==> src/rtl/sr_sched_pkg.sv <==
// sr_sched_pkg: shared types, op encodings and width helper for the SR bank scheduler
package sr_sched_pkg;

   typedef enum logic [2:0] {IDLE, SETUP, PULSE, HOLD, DONE} state_t;

   localparam logic OP_SET = 1'b1;
   localparam logic OP_CLR = 1'b0;

   function automatic int clog2_min1(input int n);
      return (n < 2) ? 1 : $clog2(n);
   endfunction

endpackage

==> src/rtl/sr_bank_scheduler_rr_arbiter.sv <==
// rr_arbiter: combinational round-robin pick of the first set req bit at or after ptr
module rr_arbiter
   import sr_sched_pkg::*;
#(
   parameter int N  = 4,
   parameter int PW = clog2_min1(N)
) (
   input  logic [N-1:0]  req,
   input  logic [PW-1:0] ptr,
   output logic [PW-1:0] grant,
   output logic          valid
);

   // scan from the far end back to ptr so the closest set bit is the last one written
   always_comb begin
      grant = '0;
      for (int i = N - 1; i >= 0; i--)
         if (req[(int'(ptr) + i) % N]) grant = PW'((int'(ptr) + i) % N);
      valid = |req;
   end

endmodule

==> src/rtl/sr_bank_scheduler.sv <==
// sr_bank_scheduler: round-robin sharing of an enable-strobed SR latch bank with setup/pulse/hold sequencing
module sr_bank_scheduler
   import sr_sched_pkg::*;
#(
   parameter int NREQ  = 4,
   parameter int NFLAG = 8,
   parameter int FW    = $clog2(NFLAG)
) (
   input  logic                        CLK,
   input  logic                        RESET,
   input  logic [NREQ-1:0]             req,
   input  logic [NREQ-1:0]             req_op,
   input  logic [NREQ*FW-1:0]          req_idx,
   output logic [NREQ-1:0]             ack,
   output logic [NREQ-1:0]             err,
   output logic [NFLAG-1:0]            S,
   output logic [NFLAG-1:0]            R,
   output logic [NFLAG-1:0]            EN,
   output logic                        busy,
   output logic [clog2_min1(NREQ)-1:0] grant_id
);

   localparam int GW = clog2_min1(NREQ);

   state_t           state, state_nx;
   logic [GW-1:0]    ptr, gnt, gid_nx;
   logic             valid, take, legal, op_in, g_op, op_nx, g_bad, bad_nx;
   logic [FW-1:0]    idx_in, g_idx, idx_nx;
   logic [NFLAG-1:0] sel, s_nx, r_nx, en_nx;
   logic [NREQ-1:0]  ack_nx, err_nx;

   rr_arbiter #(.N(NREQ), .PW(GW)) u_arb (
      .req   (req),
      .ptr   (ptr),
      .grant (gnt),
      .valid (valid)
   );

   assign take   = (state == IDLE) && valid;
   assign idx_in = req_idx[int'(gnt)*FW +: FW];
   assign op_in  = req_op[gnt];
   assign legal  = int'(idx_in) < NFLAG;
   assign gid_nx = take ? gnt : grant_id;
   assign op_nx  = take ? op_in : g_op;
   assign idx_nx = take ? idx_in : g_idx;
   assign bad_nx = take ? !legal : g_bad;
   assign busy   = state != IDLE;

   // state register
   always_ff @(posedge CLK or posedge RESET) begin
      if (RESET) state <= IDLE;
      else       state <= state_nx;
   end

   // next state: fixed setup/pulse/hold/done walk, bad index skips straight to done
   always_comb begin
      state_nx = state;
      case (state)
         IDLE:    state_nx = valid ? (legal ? SETUP : DONE) : IDLE;
         SETUP:   state_nx = PULSE;
         PULSE:   state_nx = HOLD;
         HOLD:    state_nx = DONE;
         default: state_nx = IDLE;
      endcase
   end

   // capture winner's request and advance the round-robin pointer past it
   always_ff @(posedge CLK or posedge RESET) begin
      if (RESET) begin
         grant_id <= '0;
         ptr      <= '0;
         g_op     <= OP_CLR;
         g_idx    <= '0;
         g_bad    <= 1'b0;
      end else if (take) begin
         grant_id <= gnt;
         ptr      <= (int'(gnt) == NREQ - 1) ? '0 : gnt + 1'b1;
         g_op     <= op_in;
         g_idx    <= idx_in;
         g_bad    <= !legal;
      end
   end

   // decode pin values for the state being entered so the pins come straight from flops
   always_comb begin
      sel    = NFLAG'(1) << idx_nx;
      s_nx   = (state_nx inside {SETUP, PULSE, HOLD}) && op_nx == OP_SET ? sel : '0;
      r_nx   = (state_nx inside {SETUP, PULSE, HOLD}) && op_nx == OP_CLR ? sel : '0;
      en_nx  = state_nx == PULSE ? sel : '0;
      ack_nx = (state_nx == DONE && !bad_nx) ? NREQ'(1) << gid_nx : '0;
      err_nx = (state_nx == DONE && bad_nx) ? NREQ'(1) << gid_nx : '0;
   end

   // output register
   always_ff @(posedge CLK or posedge RESET) begin
      if (RESET) begin
         S   <= '0;
         R   <= '0;
         EN  <= '0;
         ack <= '0;
         err <= '0;
      end else begin
         S   <= s_nx;
         R   <= r_nx;
         EN  <= en_nx;
         ack <= ack_nx;
         err <= err_nx;
      end
   end

endmodule

==> config.mk <==
export PLATFORM = sky130hd
export DESIGN_NAME = sr_bank_scheduler
export DESIGN_NICKNAME = d
export VERILOG_FILES = /design/src/rtl/sr_sched_pkg.sv /design/src/rtl/sr_bank_scheduler_rr_arbiter.sv /design/src/rtl/sr_bank_scheduler.sv
export SDC_FILE = /design/constraint.sdc
export NUM_CORES = 1
export LEC_CHECK = 0
export ABC_CLOCK_PERIOD_IN_PS = 1800
export CAP_MARGIN = 20
export CORE_ASPECT_RATIO = 0.75
export CORE_MARGIN = 4
export CORE_UTILIZATION = 42
export CTS_CLUSTER_SIZE = 8
export DETAILED_ROUTE_END_ITERATION = 8
export PLACE_DENSITY_LB_ADDON = 0.2
export SYNTH_ARGS = -nofsm -noshare
export SYNTH_HDL_FRONTEND = slang
export SYNTH_SLANG_ARGS = --single-unit
==> constraint.sdc <==
create_clock -name CLK -period 1.8 [get_ports CLK]
set_input_delay 0.27 -clock CLK [delete_from_list [all_inputs] [get_ports CLK]]
set_output_delay 0.27 -clock CLK [all_outputs]
set_load 0.02 [all_outputs]
==> results.txt <==
----------------------------------------------------
[Status]
  Result of the run ... finished, violations left
  Failing checks ... setup timing

[Routing]
  Iteration-0 DRC count of the detailed router ... 61
  Sum of routed wire length over all layers ... 5130 um
  Antenna viol nets, final ... 0
  Via-per-instance ratio ... 5.25
  DRC viols ... 0
  Total number of vias ... 1607
  Number of iterations in the first detailed-routing pass ... 4
  Average wire per standard cell ... 16.8 um

[Yosys]
  Most numerous cell types in the synthesized netlist ... sky130_fd_sc_hd__dfrtp_1 (44), sky130_fd_sc_hd__nor4_2 (14), sky130_fd_sc_hd__nand2_1 (12)
  Cell area after synthesis ... 1990 um^2
  Yosys Warn Count ... 0
  Post-synth EDFFs ... 0
  Most common cell in the synthesized netlist ... sky130_fd_sc_hd__dfrtp_1
  Post-Synthesis Net Count ... approximately 180
  Synth Instances ... 155
  Distinct cells, synth ... 35
  Ys async rst share ... 100%
  Largest area contributor in the netlist ... sky130_fd_sc_hd__dfrtp_1
  Largest cells by area after synthesis ... sky130_fd_sc_hd__dfrtp_1 (55%), sky130_fd_sc_hd__nor4_2 (8.8%), sky130_fd_sc_hd__mux2i_1 (4.0%)
  Yosys reg bits ... 44
  Prevailing post-synth register cell ... sky130_fd_sc_hd__dfrtp_1
  Synth top area share ... a little under three fifths
  Post-Syn Area per Cell ... 12.8 um^2
  Part of the Yosys area used for sequential elements ... 55.3%

[Setup path]
  Worst-path maximum fanout ... 13
  Critical path, cell by cell ... mux2i_2 > nor2_2 > nor3_2 > buf_6 > mux2i_2 > o221a_4 > inv_8 > nor4_2
  Critical Path Start Type ... register
  Setup CP Type ... register to register
  Data arrival, critical path ... 2300 ps
  Worst path most repeated cell ... sky130_fd_sc_hd__mux2i_2
  Required time of the worst setup path ... 1990 ps
  Kind of cell adding the most delay to the critical path ... multiplexers
  Critical Path End Type ... register
  CP Buf/Inv Count ... 2
  Cell with the biggest individual delay on the critical path ... sky130_fd_sc_hd__dfrtp_2
  CP peak stage delay ... 410 ps

[Placement]
  Port buffer count ... 56
  Routability cong. ... about 0.85
  HPWL after DPL ... 3590 um
  Cell area after placement ... 2850 um^2
  Worst Setup Slack post-DPL ... -657 ps

[Layout]
  Final instance area ... about 3200 um^2
  Multi-input gate area ... 1010 um^2
  Synth-to-Final Area Change ... 62.9%
  Fraction of layout cells with a size suffix above 1 ... 39.0%
  Register cell area after layout ... 1100 um^2
  # nets final ... 270
  Antenna diode count ... 0
  Count of fill cells added during filler insertion ... around 310

[Clock tree]
  Clk_lat worst skew ... around 300 ps
  Clock Pin Slew Worst Setup and Hold Paths ... approximately 80 ps
  CTS buffer count ... 5
  Library cell used as clock root buffer ... sky130_fd_sc_hd__clkbuf_8
  Max Root-Sink Buffers ... 2
  Hold-fix buffers at CTS ... 0
  H-tree Lvls ... 2
  CTS tree ... built
  Clk sink count ... 44

[STA]
  Hold violation count in the final report ... 0
  Largest clock skew in the final design ... 6.82 ps
  Post-layout minimum cycle time ... ~2100 ps
  Final setup violation count ... 26
  Relative slew margins ... 64.9%
  Maximum clock rate ... 0.474 GHz
  Final worst slack ... -309 ps
  Tightest Pin Transition ... 526 ps
  Final-report max-slew violation count ... 0
  Post-route fraction of the period consumed by the critical path ... 117%
  Unrepaired setup endpoints after global routing ... yes

[Run]
  MaxCap Viol Count ... 0

[Global route]
  Antenna violations before repair ... 0
  Vias in the first global route ... between 1500 and 2000
  First-pass GRT wire length ... 8310 um
  Maximum number of pins on one net before global-route repair ... 45
  Gr ovfl total ... 0
  Total routing resource utilization after global routing ... 18.8%

[Die]
  Vert. Die Dim ... around 68 um
  Initial Util ... 44.0%
  IO Count ... 57
  Core Footprint ... roughly 4500 um^2
  Standard-cell rows ... 21
  Horizontal extent of the die ... 87.5 um
  Die footprint ... 5910 um^2

[Power and ir drop]
  Worst voltage drop across the vdd grid ... about 0.0013 V
  Leakage power total ... about 1.4 nW
  Power density over cell area ... between 1500 and 2000 nW/um^2
  Design Power ... ~6.0 mW

[Hold path]
  Path category of the worst min-delay check ... input port to asynchronous set/reset pin

----------------------------------------------------
==> state kept, by name, summed over array words and instances, names as in the netlist <==
register  flops
g_bad         1
ptr           2
EN            8
err           4
grant_id      2
S             8
ack           4
g_idx         3
g_op          1
R             8
state         3
==> power breakdown <==
group | switching, mW | leakage (nW) | internal [mW]
registers | 0.180 | 0.590 | 1.27
logic | 2.12 | 0.719 | 1.80
clock network | 0.330 | 0.0445 | 0.312
==> kinds of logic after synthesis <==
logic type / share of synthesized area [%]
AO/OA/AOI/OAI: 8.74
XOR/XNOR: 0.881
buffers and inverters: 5.16
flip-flops: 55.3
multiplexers: 4.03
AND/OR/NAND/NOR: 25.8
==> cells in the final DEF (no fill, tap or decap), types with 2 or more instances in the layout <==
master / n
sky130_fd_sc_hd__buf_6: 5
sky130_fd_sc_hd__inv_8: 3
sky130_fd_sc_hd__clkdlybuf4s50_1: 52
sky130_fd_sc_hd__and4_1: 9
sky130_fd_sc_hd__dfrtp_1: 43
sky130_fd_sc_hd__nor3_4: 2
sky130_fd_sc_hd__nor2b_1: 3
sky130_fd_sc_hd__clkbuf_8: 6
sky130_fd_sc_hd__buf_12: 4
sky130_fd_sc_hd__dlygate4sd2_1: 4
sky130_fd_sc_hd__nor2_2: 2
sky130_fd_sc_hd__nand2b_1: 3
sky130_fd_sc_hd__nor4_2: 9
sky130_fd_sc_hd__nor4_4: 7
sky130_fd_sc_hd__mux2i_4: 5
sky130_fd_sc_hd__buf_4: 29
sky130_fd_sc_hd__mux2i_2: 3
sky130_fd_sc_hd__nor3_1: 3
sky130_fd_sc_hd__nor4_1: 2
sky130_fd_sc_hd__a21oi_2: 2
sky130_fd_sc_hd__nor2_1: 8
sky130_fd_sc_hd__nand2_1: 12
sky130_fd_sc_hd__inv_1: 3
sky130_fd_sc_hd__o221a_4: 2
sky130_fd_sc_hd__a21oi_1: 2
sky130_fd_sc_hd__xnor2_1: 2
==> final cells by class <==
type                       count  area share, %
tap                           57           2.20
clock inverter                 1          0.232
sequential                    44           34.0
multi-input combinational     96           31.3
timing repair buffer          94           28.1
inverter                       7           1.51
clock buffer                   7           2.66
==> worst register-to-register path, stage by stage (launching register included) <==
cell,delay [ps]
sky130_fd_sc_hd__dfrtp_2,410
sky130_fd_sc_hd__mux2i_2,250
sky130_fd_sc_hd__nor2_2,80
sky130_fd_sc_hd__nor3_2,130
sky130_fd_sc_hd__buf_6,220
sky130_fd_sc_hd__mux2i_2,270
sky130_fd_sc_hd__o221a_4,320
sky130_fd_sc_hd__inv_8,80
sky130_fd_sc_hd__nor4_2,250
==> through the flow <==
| step | hold slack (ps) | cells | TNS [ps] | utilization [%] |
|---|---|---|---|---|
| CTS | 439 | 306 | -6320 | 70.6 |
| global placement | 511 | 293 | -15260 | 63.1 |
| detailed placement | 533 | 293 | -17560 | 63.1 |
| global route | 499 | 306 | -9030 | 71.7 |
| finish | 418 | 306 | -6420 | 71.7 |
| floorplan | 481 | 155 | -1380 | - |
==> layer usage <==
metal  GRT usage, %  share of wire (%)
met5              0                  0
met4           7.66                1.9
met3           3.78                4.4
met2           33.5                 54
met1           22.3                 40
==> path summary, 6_finish.rpt <==
path | from | to | slack, ps | cells after the start
min | RESET | EN[4] | 420 | 3
min reg2reg | g_bad | ack[1] | 550 | 1
max reg2reg | ptr[1] | R[2] | -310 | 8
min in group CLK | g_bad | ack[1] | 550 | 1
max | ptr[1] | R[2] | -310 | 8
max in group asynchronous | RESET | ptr[1] | 990 | 3
==> what timing repair did <==
action	4_1_cts	5_1_grt
cloned	1	0
pin swaps	10	2
setup buffers	4	2
endpoints found under the hold margin	0	0
resized for setup	43	13
endpoints found under the setup margin	29	29
(Power assumes the default switching activity.)
